==> config.mk <==
export PLATFORM = sky130hd
export DESIGN_NAME = dpram_bist_ctrl
export DESIGN_NICKNAME = d
export VERILOG_FILES = /design/src/rtl/dpram_bist_ctrl.sv
export SDC_FILE = /design/constraint.sdc
export NUM_CORES = 1
export LEC_CHECK = 0
export CAP_MARGIN = 20
export CORE_MARGIN = 3
export CORE_UTILIZATION = 37
export DETAILED_ROUTE_END_ITERATION = 12
export GPL_TIMING_DRIVEN = 0
export PLACE_DENSITY_LB_ADDON = 0.3
export SKIP_LAST_GASP = 1
export SLEW_MARGIN = 20
export SYNTH_ARGS = -nofsm -noshare
export SYNTH_HDL_FRONTEND = slang
export SYNTH_SLANG_ARGS = --single-unit
==> constraint.sdc <==
create_clock -name clock -period 2.11 [get_ports clock]
set_input_delay 0.3165 -clock clock [delete_from_list [all_inputs] [get_ports clock]]
set_output_delay 0.3165 -clock clock [all_outputs]
set_load 0.02 [all_outputs]
==> src/rtl/dpram_bist_ctrl.sv <==
`default_nettype none
`timescale 1ns/1ps
// +--------------------------------------------------------------------------+
// | Module      : dpram_bist_ctrl                                            |
// | Description : Write/read-back self-test sequencer for ip_dpram. A start  |
// |               pulse writes DEPTH words of a descending pattern, waits GAP |
// |               idle cycles, reads the words back and compares q against   |
// |               the expected pattern. The result is reported on err and    |
// |               err_cnt together with a one-cycle done pulse.              |
// | Revision    : 1.0 - initial release                                      |
// +--------------------------------------------------------------------------+
// | Ports                                                                    |
// |   clock      in   1         system clock, rising edge                    |
// |   reset      in   1         synchronous active-high reset                |
// |   start      in   1         one-cycle run request (accepted in IDLE)     |
// |   wren       out  1         ip_dpram write enable                        |
// |   wraddress  out  ADDR_W    ip_dpram write address                       |
// |   data       out  DATA_W    ip_dpram write data                          |
// |   rdaddress  out  ADDR_W    ip_dpram read address                        |
// |   q          in   DATA_W    ip_dpram read data (RD_LAT clocks latency)   |
// |   busy       out  1         run in progress                              |
// |   done       out  1         one-cycle end-of-run pulse                   |
// |   err        out  1         sticky mismatch flag for current/last run    |
// |   err_cnt    out  ADDR_W+1  saturating mismatch count                    |
// | Optional build macro DPRAM_BIST_ERR_CAPTURE_EN adds:                     |
// |   err_addr   out  ADDR_W    address of first mismatch of the run         |
// |   err_exp    out  DATA_W    expected value of first mismatch             |
// |   err_got    out  DATA_W    q value of first mismatch                    |
// +--------------------------------------------------------------------------+
module dpram_bist_ctrl #(
    parameter int DATA_W   = 8,
    parameter int ADDR_W   = 8,
    parameter int DEPTH    = 16,
    parameter int PAT_BASE = 255,
    parameter int GAP      = 20,
    parameter int RD_LAT   = 2
) (
    input  logic              clock,
    input  logic              reset,
    input  logic              start,
    output logic              wren,
    output logic [ADDR_W-1:0] wraddress,
    output logic [DATA_W-1:0] data,
    output logic [ADDR_W-1:0] rdaddress,
    input  logic [DATA_W-1:0] q,
    output logic              busy,
    output logic              done,
    output logic              err,
    output logic [ADDR_W:0]   err_cnt
`ifdef DPRAM_BIST_ERR_CAPTURE_EN
    ,
    output logic [ADDR_W-1:0] err_addr,
    output logic [DATA_W-1:0] err_exp,
    output logic [DATA_W-1:0] err_got
`endif
);

    // ------------------------------------------------------------------
    // Constants
    // ------------------------------------------------------------------
    // Index counter is one bit wider than the address so DEPTH = 2^ADDR_W
    // reaches its last index without wrapping.
    localparam int c_IDX_W    = ADDR_W + 1;
    localparam int c_WAIT_MAX = (GAP > RD_LAT) ? GAP : RD_LAT;
    localparam int c_WAIT_W   = (c_WAIT_MAX > 1) ? $clog2(c_WAIT_MAX) : 1;

    localparam logic [c_IDX_W-1:0]  c_LAST       = c_IDX_W'(DEPTH - 1);
    localparam logic [c_WAIT_W-1:0] c_GAP_LAST   = c_WAIT_W'(GAP - 1);
    localparam logic [c_WAIT_W-1:0] c_DRAIN_LAST = c_WAIT_W'(RD_LAT - 1);
    localparam logic [DATA_W-1:0]   c_PAT        = DATA_W'(PAT_BASE);
    localparam logic [ADDR_W:0]     c_CNT_MAX    = '1;

    localparam logic [2:0] c_S_IDLE  = 3'd0;
    localparam logic [2:0] c_S_WRITE = 3'd1;
    localparam logic [2:0] c_S_GAP   = 3'd2;
    localparam logic [2:0] c_S_READ  = 3'd3;
    localparam logic [2:0] c_S_DRAIN = 3'd4;
    localparam logic [2:0] c_S_FIN   = 3'd5;

    // ------------------------------------------------------------------
    // Declarations
    // ------------------------------------------------------------------
    logic [2:0]          r_state;
    logic [2:0]          w_state_nxt;
    logic [c_IDX_W-1:0]  r_idx;
    logic [c_WAIT_W-1:0] r_wait;

    logic                w_accept;
    logic [DATA_W-1:0]   w_pat;
    logic [ADDR_W-1:0]   w_idx_a;

    logic                w_wren_nxt;
    logic [ADDR_W-1:0]   w_wraddr_nxt;
    logic [DATA_W-1:0]   w_data_nxt;
    logic                w_rd_vld_nxt;
    logic [ADDR_W-1:0]   w_rdaddr_nxt;
    logic                w_busy_nxt;
    logic                w_done_nxt;

    logic                r_wren;
    logic [ADDR_W-1:0]   r_wraddress;
    logic [DATA_W-1:0]   r_data;
    logic [ADDR_W-1:0]   r_rdaddress;
    logic                r_rd_vld;
    logic [DATA_W-1:0]   r_rd_exp;
    logic                r_busy;
    logic                r_done;
    logic                r_err;
    logic [ADDR_W:0]     r_err_cnt;

    logic                w_cmp_vld;
    logic [DATA_W-1:0]   w_cmp_exp;
    logic                w_mis;
`ifdef DPRAM_BIST_ERR_CAPTURE_EN
    logic [ADDR_W-1:0]   w_cmp_addr;
    logic [ADDR_W-1:0]   r_err_addr;
    logic [DATA_W-1:0]   r_err_exp;
    logic [DATA_W-1:0]   r_err_got;
`endif

    assign w_accept = (r_state == c_S_IDLE) && start;
    assign w_idx_a  = r_idx[ADDR_W-1:0];
    // Modulo-2^DATA_W descending pattern.
    assign w_pat    = c_PAT - DATA_W'(r_idx);

    // ------------------------------------------------------------------
    // FSM: state register
    // ------------------------------------------------------------------
    always_ff @(posedge clock) begin : p_state_reg
        if (reset) begin
            r_state <= c_S_IDLE;
        end else begin
            r_state <= w_state_nxt;
        end
    end

    // ------------------------------------------------------------------
    // FSM: next-state logic
    // ------------------------------------------------------------------
    always_comb begin : p_next_state
        w_state_nxt = r_state;
        case (r_state)
            c_S_IDLE: begin
                if (start) w_state_nxt = c_S_WRITE;
            end
            c_S_WRITE: begin
                if (r_idx == c_LAST) w_state_nxt = (GAP == 0) ? c_S_READ : c_S_GAP;
            end
            c_S_GAP: begin
                if (r_wait == c_GAP_LAST) w_state_nxt = c_S_READ;
            end
            c_S_READ: begin
                if (r_idx == c_LAST) w_state_nxt = (RD_LAT == 0) ? c_S_FIN : c_S_DRAIN;
            end
            c_S_DRAIN: begin
                if (r_wait == c_DRAIN_LAST) w_state_nxt = c_S_FIN;
            end
            c_S_FIN: begin
                w_state_nxt = c_S_IDLE;
            end
            default: begin
                w_state_nxt = c_S_IDLE;
            end
        endcase
    end

    // ------------------------------------------------------------------
    // FSM: output logic (values loaded into the output registers)
    // ------------------------------------------------------------------
    always_comb begin : p_out_comb
        w_wren_nxt   = 1'b0;
        w_wraddr_nxt = '0;
        w_data_nxt   = '0;
        w_rd_vld_nxt = 1'b0;
        w_rdaddr_nxt = r_rdaddress;   // read address holds outside READ
        w_done_nxt   = (r_state == c_S_FIN);
        w_busy_nxt   = r_busy;
        case (r_state)
            c_S_WRITE: begin
                w_wren_nxt   = 1'b1;
                w_wraddr_nxt = w_idx_a;
                w_data_nxt   = w_pat;
            end
            c_S_READ: begin
                w_rd_vld_nxt = 1'b1;
                w_rdaddr_nxt = w_idx_a;
            end
            default: ;
        endcase
        if (w_accept) begin
            w_busy_nxt = 1'b1;
        end else if (r_state == c_S_FIN) begin
            w_busy_nxt = 1'b0;
        end
    end

    // ------------------------------------------------------------------
    // Index and wait counters
    // ------------------------------------------------------------------
    always_ff @(posedge clock) begin : p_counters
        if (reset) begin
            r_idx  <= '0;
            r_wait <= '0;
        end else begin
            if ((r_state == c_S_WRITE) || (r_state == c_S_READ)) begin
                r_idx <= (r_idx == c_LAST) ? '0 : r_idx + c_IDX_W'(1);
            end else begin
                r_idx <= '0;
            end
            // Wait counter runs while staying in GAP or DRAIN.
            if (((r_state == c_S_GAP) || (r_state == c_S_DRAIN)) && (w_state_nxt == r_state)) begin
                r_wait <= r_wait + c_WAIT_W'(1);
            end else begin
                r_wait <= '0;
            end
        end
    end

    // ------------------------------------------------------------------
    // Output registers
    // ------------------------------------------------------------------
    always_ff @(posedge clock) begin : p_out_reg
        if (reset) begin
            r_wren      <= 1'b0;
            r_wraddress <= '0;
            r_data      <= '0;
            r_rdaddress <= '0;
            r_rd_vld    <= 1'b0;
            r_rd_exp    <= '0;
            r_busy      <= 1'b0;
            r_done      <= 1'b0;
        end else begin
            r_wren      <= w_wren_nxt;
            r_wraddress <= w_wraddr_nxt;
            r_data      <= w_data_nxt;
            r_rdaddress <= w_rdaddr_nxt;
            r_rd_vld    <= w_rd_vld_nxt;
            r_rd_exp    <= w_pat;
            r_busy      <= w_busy_nxt;
            r_done      <= w_done_nxt;
        end
    end

    // ------------------------------------------------------------------
    // Expected-value pipeline: r_rd_vld/r_rd_exp are aligned with
    // rdaddress, so RD_LAT further stages line them up with q.
    // ------------------------------------------------------------------
    generate
        if (RD_LAT > 0) begin : g_pipe
            logic [RD_LAT-1:0] r_pv;
            logic [DATA_W-1:0] r_pe [RD_LAT];
`ifdef DPRAM_BIST_ERR_CAPTURE_EN
            logic [ADDR_W-1:0] r_pa [RD_LAT];
`endif
            always_ff @(posedge clock) begin : p_pipe
                if (reset) begin
                    r_pv <= '0;
                    for (int k = 0; k < RD_LAT; k++) begin
                        r_pe[k] <= '0;
`ifdef DPRAM_BIST_ERR_CAPTURE_EN
                        r_pa[k] <= '0;
`endif
                    end
                end else begin
                    r_pv[0] <= r_rd_vld;
                    r_pe[0] <= r_rd_exp;
`ifdef DPRAM_BIST_ERR_CAPTURE_EN
                    r_pa[0] <= r_rdaddress;
`endif
                    for (int k = 1; k < RD_LAT; k++) begin
                        r_pv[k] <= r_pv[k-1];
                        r_pe[k] <= r_pe[k-1];
`ifdef DPRAM_BIST_ERR_CAPTURE_EN
                        r_pa[k] <= r_pa[k-1];
`endif
                    end
                end
            end
            assign w_cmp_vld  = r_pv[RD_LAT-1];
            assign w_cmp_exp  = r_pe[RD_LAT-1];
`ifdef DPRAM_BIST_ERR_CAPTURE_EN
            assign w_cmp_addr = r_pa[RD_LAT-1];
`endif
        end else begin : g_nopipe
            assign w_cmp_vld  = r_rd_vld;
            assign w_cmp_exp  = r_rd_exp;
`ifdef DPRAM_BIST_ERR_CAPTURE_EN
            assign w_cmp_addr = r_rdaddress;
`endif
        end
    endgenerate

    // ------------------------------------------------------------------
    // Compare and error accounting (cleared by reset and accepted start)
    // ------------------------------------------------------------------
    assign w_mis = w_cmp_vld && (q != w_cmp_exp);

    always_ff @(posedge clock) begin : p_err
        if (reset || w_accept) begin
            r_err     <= 1'b0;
            r_err_cnt <= '0;
        end else if (w_mis) begin
            r_err <= 1'b1;
            if (r_err_cnt != c_CNT_MAX) r_err_cnt <= r_err_cnt + (ADDR_W+1)'(1);
        end
    end

`ifdef DPRAM_BIST_ERR_CAPTURE_EN
    // Only the first mismatch of a run is captured (r_err still low).
    always_ff @(posedge clock) begin : p_err_capture
        if (reset || w_accept) begin
            r_err_addr <= '0;
            r_err_exp  <= '0;
            r_err_got  <= '0;
        end else if (w_mis && !r_err) begin
            r_err_addr <= w_cmp_addr;
            r_err_exp  <= w_cmp_exp;
            r_err_got  <= q;
        end
    end

    assign err_addr = r_err_addr;
    assign err_exp  = r_err_exp;
    assign err_got  = r_err_got;
`endif

    assign wren      = r_wren;
    assign wraddress = r_wraddress;
    assign data      = r_data;
    assign rdaddress = r_rdaddress;
    assign busy      = r_busy;
    assign done      = r_done;
    assign err       = r_err;
    assign err_cnt   = r_err_cnt;

endmodule
`default_nettype wire

; ---- Yosys cells after proc, flatten, opt, wreduce, memory -nomap -nowiden
; Memory sizes are Yosys's and may differ from the RTL's.
; Index checks and enable logic that the tools add are counted.
[totals]
wordCells = 62
n_memories = 1
mem_bits_rw = 16
reg_bits = 65
inputBits = 11
[op_classes]
bitwise_logic = 5
eq_ne = 11
mux = 15
n_addsub = 4
n_reduce_logical = 12
[mem_list]
columns = name, words, width, rd, rd_clocked_by_memory_dff, wr, line
row1 = g_pipe.r_pe, 2, 8, 2, 0, 2, 251  ; logic [DATA_W-1:0] r_pe [RD_LAT];
[ops]
columns = op, n
row1 = $add 9x1->9 const B, 2
row2 = $mux 8, 2
row3 = $mux 3, 5
row4 = $pmux 3 s5, 1
row5 = $eq 9x4->1 const B, 1
row6 = $ne 9x9->1 const B, 1
row7 = $ne 8x8->1, 1
row8 = $sub 8x8->8 const A, 1
row9 = $mux 1, 7
row10 = $eq 3x2->1 const B, 2
row11 = $eq 3x3->1 const B, 2
row12 = $add 5x1->5 const B, 1
row13 = $eq 5x1->1 const B, 1
row14 = $eq 5x5->1 const B, 1
row15 = $reduce_or 2->1, 2
row16 = $eq 3x1->1 const B, 1
row17 = $eq 3x3->1, 1
row18 = $logic_and 1x1->1, 3
row19 = $logic_not 3->1, 1
row20 = $logic_or 1x1->1, 3
row21 = $not 1->1, 3
row22 = $reduce_or 3->1, 1
row23 = $or 1x1->1, 2
row24 = $reduce_and 2->1, 1
row25 = $reduce_bool 2->1, 1

; ---- Depth between registers and ports, before layout
; Gate-level depths: netlist of the first run.
[logic_depth]
word_depth = 7
mapped_depth = 9

; ---- Worst setup path after synthesis of the first run
; Ideal clock, no wire load.
[synth_timing]
kind = reg2reg
from = reg r_err_cnt[0], in the netlist err_cnt[0]
to = reg r_err_cnt[0], in the netlist err_cnt[0]
setup_slack_ps = 297
setup_ps = 114
required_time_ps = 1996
stages_incl_launch_ff = 10
arrival_time_ps = 1698
cell_sequence = dfxtp_1 ha_1 nand3_1 nor2_1 ha_1 nor2b_1 o21ai_1 buf_2 xor2_1 nor2_1
[synth_via]
elab_chain_len = 2
[synth_rtl]
columns = element, line
row1 = from (decl), 109  ; logic [ADDR_W:0] r_err_cnt;
row2 = from (signal assigned), 304  ; if (r_err_cnt != c_CNT_MAX) r_err_cnt <= r_err_cnt + (ADDR_W+1)'(1);
row3 = branches (longest 2 deep; another with $add 9x1->9), --
; Several ways; the timed one is not identified.
; A chain may end at the register's enable or synchronous reset.

; ---- Worst setup path in the final report of the first run
[layout_timing]
from = reg r_idx[0]
to = reg r_idx[0]
[layout_via]
elab_chain_len = 2
[layout_rtl]
columns = element, line
row1 = from (decl), 85  ; logic [c_IDX_W-1:0] r_idx;
row2 = from (signal assigned), 206  ; r_idx <= (r_idx == c_LAST) ? '0 : r_idx + c_IDX_W'(1);
row3 = branches (longest 2 deep; another with $add 9x1->9), --
; Several ways; the timed one is not identified.

==> results of run 1 <==
==> layer usage <==
layer / wire length, µm / track usage [%] / vias up
met1: 2410 / 15.3 / 898
met5: 0 / 0 / -
li1: - / - / 1049
met2: 2440 / 20.5 / 35
met4: 59 / 4.52 / 0
met3: 240 / 5.31 / 5
==> logic make-up after synthesis <==
kind of cell    Yosys count
compound gates           24
xor+xnor                 21
fa+ha+maj                 5
buf+inv                  23
flops                    81
mux                       4
simple gates            129
==> synth_stat cells, drive strengths merged (2+ instances only) <==
master,n
inv,7
a21oi,9
clkbuf,9
nor2,44
buf,7
nor2b,22
nand4,3
ha,5
and3,2
mux2i,4
xnor2,13
nand3,16
or4,4
nand2,17
o21ai,8
and2,7
or3,4
dfxtp,81
xor2,8
or2,3
o211ai,4
nor3,2
==> metrics by stage <==
step	total power, mW	worst slack, ns	std cells
after detailed placement	1.76	-0.0388	432
after floorplan	1.70	0.297	287
after CTS	2.92	0.111	448
after global routing	3.00	0.0760	448
final	2.89	0.207	448
after global placement	1.76	0.00731	432
==> worst max-delay path by stage <==
stage | slack [ns] | from | depth (start not counted) | end
6_report | 0.21 | r_idx[0]$_SDFF_PP0_ | 6 | r_idx[0]$_SDFF_PP0_
5_1_grt | 0.08 | r_idx[0]$_SDFF_PP0_ | 6 | r_idx[0]$_SDFF_PP0_
4_1_cts | 0.11 | err_cnt[0]$_SDFFE_PP0P_ | 9 | err_cnt[0]$_SDFFE_PP0P_
3_5_place_dp | -0.04 | q[6] | 7 | err_cnt[0]$_SDFFE_PP0P_
3_3_place_gp | 0.007 | q[1] | 7 | err_cnt[0]$_SDFFE_PP0P_
2_1_floorplan | 0.30 | err_cnt[0]$_SDFFE_PP0P_ | 9 | err_cnt[0]$_SDFFE_PP0P_
==> state kept, by name, indices dropped and copies added, names as in the netlist <==
signal and cells:
err 1, r_rd_exp 8, r_wait 5, g_pipe.r_pv 2
done 1, busy 1, g_pipe.r_pe 16, data 8
wraddress 8, r_state 3, err_cnt 9, wren 1
r_rd_vld 1, r_idx 9, rdaddress 8
==> layout by cell type (no fill, tap or decap), types with 2 or more instances in the layout <==
cell / Yosys / routed
and3_1: 2 / 2
buf_6: 2 / 2
xor2_1: 8 / 8
and2_1: 7 / 7
o211ai_1: 4 / 4
xnor2_1: 13 / 13
nor2b_1: 21 / 21
a21oi_1: 9 / 9
nand3_1: 16 / 16
clkbuf_1: 9 / 13
bufinv_16: 0 / 2
dfxtp_1: 81 / 81
nand4_1: 3 / 3
buf_2: 3 / 3
clkbuf_8: 0 / 9
clkdlybuf4s50_1: 0 / 46
ha_1: 5 / 5
nand2_1: 17 / 17
nor2_1: 44 / 44
o21ai_0: 6 / 6
or4_1: 4 / 4
or2_1: 3 / 3
mux2i_1: 4 / 4
inv_1: 6 / 6
or3_1: 4 / 4
nor3_1: 2 / 2
==> where the power goes <==
group	internal, mW	leakage (nW)	switching, mW
clock network	0.667	0.102	0.496
logic	0.0714	0.615	0.0752
registers	1.57	0.661	0.0138
==> repair_timing <==
action                                  4_1_cts  5_1_grt
setup buffers                                 0        0
gates resized for setup                       0        1
endpoints found under the setup margin        0        1
==> worst max-delay path: stages, from the launching register on <==
cell and delay [ns]:
dfxtp_1 0.51, ha_1 0.24, nand3_1 0.16, nor4_2 0.47, or2_1 0.16, buf_2 0.19
nor2_1 0.06
==> cell type report <==
cell class,count,area (µm²),share of cell area [%]
Buffer,16,82.6,2.29
Clock buffer,13,139,3.85
Clock inverter,3,65.1,1.80
Inverter,7,26.3,0.728
Multi-Input combinational cell,183,1090,30.2
Sequential cell,81,1620,44.9
Tap cell,99,124,3.43
Timing Repair Buffer,46,460,12.8
==> flow_summary.toml, run 1 <==
[worst_hold_path]
hold_depth = 1
hold_start = "g_pipe.r_pe[0][7]$_SDFF_PP0_"
hold_path_class = "reg2reg"
worstHoldEndpoint = "g_pipe.r_pe[0][15]$_SDFF_PP0_"

[timing]
hold_violations = 0
skew_ns = 0.0135
fmax_mhz = 525
drv_slew = 0
period_share_pct = 90.2
setup_violations = 0
finalSetupTns_ns = 0
holdWs_ns = 0.427
period_minus_slack_ns = 1.90
rsz0062_at_grt = "false"
slew_headroom_pct = 63.5
tightest_slew_ns = 0.545

[route]
drc = 0
dr.pass1.iters = 4
vias = 1987
wl_per_cell_um = 11.5
drt_wl_total_mm = 5.15
drt_iter0_drc = 55
ant_nets = 0
avgViaCountPerCell = 4.44

[floorplanning]
die_y_um = 93.3
start_util_pct = 38.5
ioPinCount = 48
core_area_um2 = 7330
rows = 31
dieArea_um2 = 8700
die_w_um = 93.3

[run]
cap_violations = 0

[placement]
port_buffers = 46
dp_hpwl_mm = 3.59
gp_congestion = 0.748
dpl-instance-area_um2 = 3400

[critical_path]
r2r_cells = 6
r2r-end = "r_idx[0]$_SDFF_PP0_"
critPathArrivalTime_ns = 2.12
crit_required_ns = 2.33
critical_path.endpoint_type = "flip-flop"
cp-start-kind = "flip-flop"
reg2reg_from = "r_idx[0]$_SDFF_PP0_"
path_max_fanout = 8
path_class = "reg2reg"
r2r_slack_ns = 0.21

[synth]
synth_cells = 287
synth_warnings = 0
synthFlopType = "dfxtp_1"
async_flop_share_pct = 0
yosysSeqAreaShare_pct = 57.5
synth_enable_flop_cells = 0
synth_area_per_cell_um2 = 9.82
ys_top_cells_by_area = "dfxtp_1 (58%), nor2_1 (5.9%), nor2b_1 (4.7%)"
synth_compound_area_share_pct = 4.84
synth_top_family_by_area = "simple AND/OR/NAND/NOR gates"
synthAdderAreaFrac_pct = 2.22
synth_xor_area_share_pct = 6.52
synth.area.mux_share_pct = 1.42
synth_nets = 303
synth_seq_cells = 81
synth-simple-area-share_pct = 23.6
ys_types = 36
yosysTopAreaCell = "dfxtp_1"
synth_top_area_share_pct = 57.5
netlist_area_um2 = 2820

[grt]
grt_usage_pct = 12.8
grt_pass1_wl_mm = 8.85
grt_max_degree = 13
antenna_found_initial = 0
global_route.overflow_total = 0
grt_pass1_vias = 1987

[clock_network]
holdBufCountCts = 0
cts_buffer_depth = 2
clk_latency_ns = 0.34
numCtsBuffers = 9
cts.sinks = 81
cts_tree = "yes"
h-tree-depth = 3
cts_root_buf = "clkbuf_8"
clk_pin_slew_ns = 0.08

[power_and_ir_drop]
p_per_area_nw_per_um2 = 800
p_leak_nw = 1.38
peakVddDrop_mv = 0.376

[layout]
fillers = 661
synthToLayoutAreaGrowth_pct = 28.1
fin_util_pct = 49.3
fin_nets = 360
diodes = 0
drive_above_1_share_pct = 6.59
fin_area_um2 = 3610

[run_status]
outcome = "completed"
No activity file was read; power rests on OpenSTA's default activity.
==> inputs of run 2 (changes only) <==
--- a/config.mk
+++ b/config.mk
@@ -6,11 +6,10 @@
 export NUM_CORES = 1
 export LEC_CHECK = 0
 export CAP_MARGIN = 20
-export CORE_MARGIN = 3
+export CORE_MARGIN = 2
 export CORE_UTILIZATION = 37
 export DETAILED_ROUTE_END_ITERATION = 12
 export GPL_TIMING_DRIVEN = 0
-export PLACE_DENSITY_LB_ADDON = 0.3
 export SKIP_LAST_GASP = 1
 export SLEW_MARGIN = 20
 export SYNTH_ARGS = -nofsm -noshare
==> run 2 against run 1 <==
Clock power shrank 4%. Clock skew decreased by 0.0032 ns. Non-clock buffer count did not move. Largest power group unchanged. Global-route usage barely moved. Critical path depth is the same. Maximum frequency is 0.25% higher.
==> flow_summary.toml, run 2 (synthesized netlist as in run 1, its figures left out) <==
[timing]
fin_ws_ns = 0.212
period_share_pct = 90.0
fmax_mhz = 527
hold_violations = 0
drv_slew = 0
skew_ns = 0.0102
slew_headroom_pct = 63.8
tightest_slew_ns = 0.541
rsz0062_at_grt = "false"
period_minus_slack_ns = 1.90
setup_violations = 0

[clock_network]
clk_pin_slew_ns = 0.08
cts.sinks = 81
post_cts_buffers = 0
cts_buffer_depth = 2
cts_root_buf = "clkbuf_8"
h-tree-depth = 3
cts_tree = "yes"
clk_latency_ns = 0.34
numCtsBuffers = 9

[run]
cap_violations = 0

[critical_path]
crit_path_max_incr_delay_ns = 0.50
critPathArrivalTime_ns = 2.13
crit_chain = "ha_1 -> nand3_1 -> nor4_2 -> or2_1 -> buf_2 -> nor2_1"
r2r_slack_ns = 0.21
path_max_fanout = 8
reg2reg_from = "r_idx[0]$_SDFF_PP0_"
r2r-end = "r_idx[6]$_SDFF_PP0_"
r2r_cells = 6
critPathLaunch = "r_idx[0]$_SDFF_PP0_"
cp-start-kind = "flip-flop"
crit_required_ns = 2.35
slowest_stage = "dfxtp_1"
crit_family = "simple AND/OR/NAND/NOR gates"
path_buf_inv = 1
critical_path.endpoint_type = "flip-flop"
path_class = "reg2reg"

[floorplanning]
ioPinCount = 48
dieArea_um2 = 8330
start_util_pct = 38.5
core_area_um2 = 7330
rows = 31
die_y_um = 91.3
die_w_um = 91.3

[layout]
largest_reg_flops = 16
fin_nets = 360
layout_commonest_cell = "dfxtp_1"
fillers = 691
diodes = 0
fin_util_pct = 49.1
synthToLayoutAreaGrowth_pct = 27.8
drive_above_1_share_pct = 7.18
multi_input_area_um2 = 1090
layout_common_cells = "dfxtp_1 (81), clkdlybuf4s50_1 (46), nor2_1 (44)"
largest_register = "g_pipe.r_pe"
seqCellArea_um2 = 1620

[route]
ant_nets = 0
wl_per_cell_um = 11.5
drc = 0
dr.pass1.iters = 4
drt_wl_total_mm = 5.14
vias = 2032
drt_iter0_drc = 59
avgViaCountPerCell = 4.55

[power_and_ir_drop]
p_leak_nw = 1.38
power_mw = 2.83
peakVddDrop_mv = 0.333
p_per_area_nw_per_um2 = 787

[grt]
grt_pass1_vias = 1858
grt_max_degree = 13
grt_usage_pct = 12.8
global_route.overflow_total = 0
grt_pass1_wl_mm = 8.45
antenna_found_initial = 0

[placement]
port_buffers = 46
dp_slack_ns = -0.0553
dp_hpwl_mm = 3.48
gp_congestion = 0.759

[worst_hold_path]
hold_path_class = "reg2reg"
worstHoldEndpoint = "g_pipe.r_pe[0][6]$_SDFF_PP0_"
hold_start = "r_rd_exp[6]$_SDFF_PP0_"
hold_depth = 1

[run_status]
outcome = "completed"
==> run 2: worst max-delay path by stage <==
stage	slack [ns]	endpoint	cells after the start
2_1_floorplan	0.30	err_cnt[0]$_SDFFE_PP0P_	9
3_3_place_gp	-0.02	err_cnt[0]$_SDFFE_PP0P_	7
3_5_place_dp	-0.06	err_cnt[0]$_SDFFE_PP0P_	7
4_1_cts	0.12	err_cnt[0]$_SDFFE_PP0P_	9
5_1_grt	0.03	r_idx[0]$_SDFF_PP0_	6
6_report	0.21	r_idx[6]$_SDFF_PP0_	6
==> run 2: timing repair <==
action / 4_1_cts / 5_1_grt
hold buffers: 0 / 0
endpoints found under the setup margin: 0 / 8
resized for setup: 0 / 1
==> run 2: final cells by class <==
| cell class | count | area share (%) |
|---|---|---|
| Multi-Input combinational cell | 183 | 30.3 |
| Inverter | 7 | 0.729 |
| Clock buffer | 12 | 4.31 |
| Clock inverter | 3 | 1.11 |
| Timing Repair Buffer | 46 | 12.8 |
| Sequential cell | 81 | 45.0 |
| Buffer | 16 | 2.29 |
| Tap cell | 99 | 3.44 |
==> run 2: layer usage <==
layer  vias to the layer above  part of all wire (%)  track usage (%)
li1                       1053                     -                -
met1                       934                    49             16.1
met2                        37                    45             19.7
met3                         8                   3.8             4.48
met4                         0                   1.8             5.68
met5                         -                     0                0
==> run 2: power breakdown <==
part           internal [mW]  switching [mW]  total, mW
clock network          0.602           0.506       1.11
logic                 0.0714          0.0751      0.147
registers               1.57          0.0142       1.58
total                   2.24           0.595       2.83
==> run 2: through the flow <==
| step | instance area (µm²) | TNS, ns | std cells | hold WS [ns] |
|---|---|---|---|---|
| floorplan | 2820 | 0 | 287 | 0.414 |
| global placement | 3400 | -0.0248 | 432 | 0.423 |
| detailed placement | 3400 | -0.0576 | 432 | 0.421 |
| CTS | 3600 | 0 | 447 | 0.438 |
| global route | 3600 | 0 | 447 | 0.454 |
| finish | 3600 | 0 | 447 | 0.435 |
==> inputs of run 3 (changes only) <==
--- a/config.mk
+++ b/config.mk
@@ -7,11 +7,11 @@
 export LEC_CHECK = 0
 export CAP_MARGIN = 20
 export CORE_MARGIN = 2
-export CORE_UTILIZATION = 37
+export CORE_UTILIZATION = 52
 export DETAILED_ROUTE_END_ITERATION = 12
 export GPL_TIMING_DRIVEN = 0
+export PLACE_DENSITY = 0.79
 export SKIP_LAST_GASP = 1
-export SLEW_MARGIN = 20
 export SYNTH_ARGS = -nofsm -noshare
 export SYNTH_HDL_FRONTEND = slang
 export SYNTH_SLANG_ARGS = --single-unit
==> run 3 against run 2 <==
Setup slack better by 0.041 ns. Total power is 0.42% lower. Sequential share of layout area is 0.44 points higher. Register-to-register slack better by 0.04 ns. Combinational power hardly changed. Clock skew is 0.0011 ns lower. Largest power group unchanged.
==> flow_summary.toml, run 3 (synthesized netlist as in run 1, its figures left out) <==
[run_status]
outcome = "completed"

[floorplanning]
ioPinCount = 48
rows = 26
core_area_um2 = 5170
die_y_um = 77.6
die_w_um = 77.6
start_util_pct = 54.5
dieArea_um2 = 6030

[clock_network]
cts.sinks = 81
h-tree-depth = 3
clk_pin_slew_ns = 0.08
cts_tree = "yes"
cts_root_buf = "clkbuf_8"
cts_buffer_depth = 2
post_cts_buffers = 0
holdBufCountCts = 0
numCtsBuffers = 9
clk_latency_ns = 0.34
ctsResizeCount = 0

[grt]
antenna_found_initial = 0
grt_max_degree = 14
grt_pass1_wl_mm = 8.18
global_route.overflow_total = 0
grt_usage_pct = 17.3
grt_pass1_vias = 1837

[timing]
setup_violations = 0
tightest_slew_ns = 0.515
fmax_mhz = 538
skew_ns = 0.00911
period_minus_slack_ns = 1.86
slew_headroom_pct = 65.5
rsz0062_at_grt = "false"
period_share_pct = 88.0
finalSetupTns_ns = 0
drv_slew = 0
hold_violations = 0

[critical_path]
critical_path.endpoint_type = "flip-flop"
crit_required_ns = 2.34
path_max_fanout = 8
path_class = "reg2reg"
cp-start-kind = "flip-flop"
critPathArrivalTime_ns = 2.09

[placement]
gp_congestion = 0.795
dp_hpwl_mm = 3.42
dpl-instance-area_um2 = 3370
port_buffers = 46

[route]
drt_wl_total_mm = 4.91
vias = 2046
drt_iter0_drc = 92
avgViaCountPerCell = 4.88
wl_per_cell_um = 11.7
dr.pass1.iters = 4
ant_nets = 0
drc = 0

[worst_hold_path]
hold_path_class = "reg2reg"

[layout]
layout_common_cells = "dfxtp_1 (81), clkdlybuf4s50_1 (46), nor2_1 (44)"
diodes = 0
fin_area_um2 = 3570
fillers = 410
largest_reg_flops = 16
largest_register = "g_pipe.r_pe"
drive_above_1_share_pct = 7.45
layout_commonest_cell = "dfxtp_1"
fin_nets = 360
synthToLayoutAreaGrowth_pct = 26.5

[power_and_ir_drop]
p_leak_nw = 1.37
peakVddDrop_mv = 0.557
p_per_area_nw_per_um2 = 791

[run]
cap_violations = 0
## run 3: changes by cell type in the layout (fill, tap and decap cells not counted), sizes merged
cell / delta
clkbuf: -1
clkinvlp: +2
## run 3: through the flow
step / instances / worst slack [ns] / power (mW) / util (%) / hold slack (ns)
3_5_place_dp: 403 / 0.00434 / 1.76 / 65.1 / 0.420
3_3_place_gp: 403 / 0.0105 / 1.76 / 65.1 / 0.418
5_1_grt: 419 / 0.117 / 2.93 / 69.0 / 0.451
6_report: 419 / 0.252 / 2.82 / 69.0 / 0.425
2_1_floorplan: 287 / 0.297 / 1.70 / - / 0.414
4_1_cts: 419 / 0.129 / 2.85 / 68.9 / 0.427
## run 3: layout make-up
type                            instances  area (µm²)  share of cell area, %
Multi-Input combinational cell        183        1090                   30.6
Sequential cell                        81        1620                   45.5
Inverter                                7        26.3                  0.737
Tap cell                               70        87.6                   2.46
Clock inverter                          5        55.1                   1.54
Buffer                                 16        82.6                   2.31
Clock buffer                           11         141                   3.96
Timing Repair Buffer                   46         460                   12.9
## run 3: worst paths after layout
check,slack (ns),end,start,cells past startpoint
worst max-delay path,0.25,r_idx[3]$_SDFF_PP0_,r_idx[0]$_SDFF_PP0_,6
worst min-delay path,0.42,g_pipe.r_pv[1]$_SDFF_PP0_,g_pipe.r_pv[0]$_SDFF_PP0_,1
worst max register to register,0.25,r_idx[3]$_SDFF_PP0_,r_idx[0]$_SDFF_PP0_,6
worst min register to register,0.42,g_pipe.r_pv[1]$_SDFF_PP0_,g_pipe.r_pv[0]$_SDFF_PP0_,1
## run 3: report_power, final
part	internal (mW)	total [mW]	switching, mW
Sequential	1.57	1.58	0.0136
Clock	0.575	1.10	0.522
Combinational	0.0715	0.146	0.0750
Total	2.21	2.82	0.610
## run 3: critical path, cell delays in order, from the launching register on
cell,delay (ns)
dfxtp_1,0.49
ha_1,0.25
nand3_1,0.16
nor4_2,0.44
or2_1,0.15
buf_2,0.19
nor2_1,0.07
## run 3: per-layer routing
| metal | global-route usage, % | vias up | share of wire, % |
|---|---|---|---|
| li1 | - | 1053 | - |
| met1 | 22.0 | 945 | 46 |
| met2 | 26.9 | 41 | 49 |
| met3 | 3.60 | 7 | 3.4 |
| met4 | 10.9 | 0 | 1.9 |
| met5 | 0 | - | 0 |
==> patch: new RTL, flow settings as in run 1 <==
Change the parameter `RD_LAT` from 2 to 4.
--- a/src/rtl/dpram_bist_ctrl.sv
+++ b/src/rtl/dpram_bist_ctrl.sv
@@ -33,7 +33,7 @@
     parameter int DEPTH    = 16,
     parameter int PAT_BASE = 255,
     parameter int GAP      = 20,
-    parameter int RD_LAT   = 2
+    parameter int RD_LAT   = 4
 ) (
     input  logic              clock,
     input  logic              reset,
Formal check against the unedited RTL: same outputs for any inputs over 10 cycles, from zero or initial values and one cycle with reset high; that may be too few to reach the edited logic, so the function may still have changed.
==> patch against run 1 <==
  * Synthesized area grew 17%
  * Largest power group unchanged
  * Combinational power grew 5%
  * Setup slack lost 78 ps
  * Sequential cell count is 18 higher
  * Sequential share of layout area is 3.8 points higher
  * Cell area is 13% higher
  * Total power increased by 10%
  * Routed wire length grew 9.0%
==> patch: results (changes against run 1) <==
- The flow ran to the end, and the final reports show no timing, DRC or antenna violations.
- The number of buffers added on ports came to 47 (+2.2%).
- The peak fanout along the critical path is 7 (-1).
- The via count of the first global-routing pass is 1,984 (-0.15%).
- The number of flip-flops in the largest register is 32 (+16).
- The routability congestion estimate from global placement is 0.748 (about the same).
- The setup slack after placement is -135 ps (-96.1 ps).
- The share of layout cells above drive strength 1 is 0.0709 (+0.00496).
- The static power due to leakage came to 1.57 nW (+14%).
- The net count of the finished layout is 391 (+8.6%).
- By count the netlist is led by dfxtp_1, nor2_1, nor2b_1, clkbuf_1, xnor2_1.
- In the synthesized netlist the dominant register cell turns out to be dfxtp_1.
- The number of detailed-routing iterations run before antenna repair is 4 (unchanged).
- The number of nets produced by synthesis is 335 (+11%).
- The overall via count from detail_route is 2,162 (+8.8%).
- After synthesis, the cell types taking the most area are dfxtp_1, nor2b_1, nor2_1.
- The highest-delay cell along the critical path is or4_4.
- The count of cell types in the netlist came to 34 (-5.6%).
- The cell family with the largest share of critical-path delay is simple AND/OR/NAND/NOR gates.
- The number of DRC markers in iteration 0 is 85 (+55%).
- The longest individual stage delay on the worst path was 530 ps (+20 ps).
- The first-pass GRT wire length is 9.54 mm (+7.8%).
- The post-placement cell area is 3890 um2 (+14%).
- The worst voltage drop across the vdd grid was 363 uV (-3.6%).
- The clock skew is 9.95 ps (-3.53 ps).
- The post-DP HPWL is 3.81 mm (+6.1%).
- The clock transition time at the flip-flop clock pins of the worst setup and hold paths is 100 ps (+20 ps).
- The transition at the pin with the smallest max-transition slack is 542 ps (-2.87 ps).
- The all-layer global routing usage came to 0.120 (-0.00815).
- The portion of the post-synthesis area used by sequential elements was 0.603 (+0.0275).
- The routed length per placed instance is 11.5 um (+0.43%).
- The fraction of registers with async set or reset after synthesis is 0 (unchanged).
- The maximum number of pins on one net before global-route repair was 19 (+6).
- The final setup violation count is 0 (unchanged).
- The maximum level of the CTS H-tree was 3 (unchanged).
- The arrival time reported for the critical path endpoint is 2280 ps (+160 ps).
patch: changes by cell type after synthesis, moves of 3 or more:
cell / run 1 / this run
dfxtp_1: 81 / 99
nand2_1: 17 / 10
mux2i_1: 4 / 7
nor2b_1: 21 / 38
nor2_1: 44 / 47
clkbuf_1: 9 / 15
nand3_1: 16 / 13
nand2b_1: 0 / 3
or2_1: 3 / 0
patch: final timing paths:
check                                       start                end  slack (ps)  depth (start not counted)
worst min register to register  g_pipe.r_pe[1][4]  g_pipe.r_pe[2][4]         440                          1
worst max-delay path                     r_idx[0]          r_wait[2]         130                          6
worst max register to register           r_idx[0]          r_wait[2]         130                          6
worst min-delay path            g_pipe.r_pe[1][4]  g_pipe.r_pe[2][4]         440                          1
patch: layer usage:
| metal | track usage | wire length, um | vias up |
|---|---|---|---|
| li1 | - | - | 1146 |
| met1 | 0.152 | 2620 | 959 |
| met2 | 0.177 | 2500 | 48 |
| met3 | 0.0605 | 382 | 9 |
| met4 | 0.0383 | 110 | 0 |
| met5 | 0 | 0 | - |
patch: cell type report:
cell class	count	area, um2
clock inverter	7	57.6
tap	105	131
multi-input combinational	198	1220
clock buffer	9	124
buffer	15	66.3
sequential	99	1980
timing repair buffer	47	470
inverter	6	22.5
fill	800	4350
patch: kinds of logic after synthesis:
family | count (synthesis) | synth area share
and+or+nand+nor | 144 | 0.239
buffers and inverters | 23 | 0.0289
DFF | 99 | 0.603
AOI/OAI and AO/OA | 22 | 0.0369
xor gates and xnor gates | 21 | 0.0559
adders and majority gates | 4 | 0.0152
muxes | 7 | 0.0213
patch: worst reg2reg max path, cell delays in order (launching register included):
cell	delay [ps]
dfxtp_2	400
ha_1	220
nand3_2	160
nor4_4	340
o211ai_1	140
or4_4	530
nor2_1	120
patch: timing repair:
item | in CTS | in global routing
hold endpoints to repair | 0 | 0
resized for setup | 1 | 5
hold buffers | 0 | 0
endpoints found under the setup margin | 3 | 21
setup buffers | 0 | 0
pin swaps | 1 | 1
patch: stage by stage:
stage / instances / util / power, mW / TNS, ps
after floorplan: 320 / - / 2.06 / 0
after CTS: 488 / 0.484 / 3.24 / 0
after global placement: 472 / 0.462 / 2.12 / -843
after global routing: 486 / 0.484 / 3.34 / 0
after detailed placement: 472 / 0.462 / 2.13 / -774
final: 486 / 0.484 / 3.19 / 0
patch: power by group:
group          leakage, nW  internal [mW]  switching, mW
clock network       0.0886          0.447          0.668
registers            0.808           1.91         0.0127
logic                0.669         0.0720         0.0816
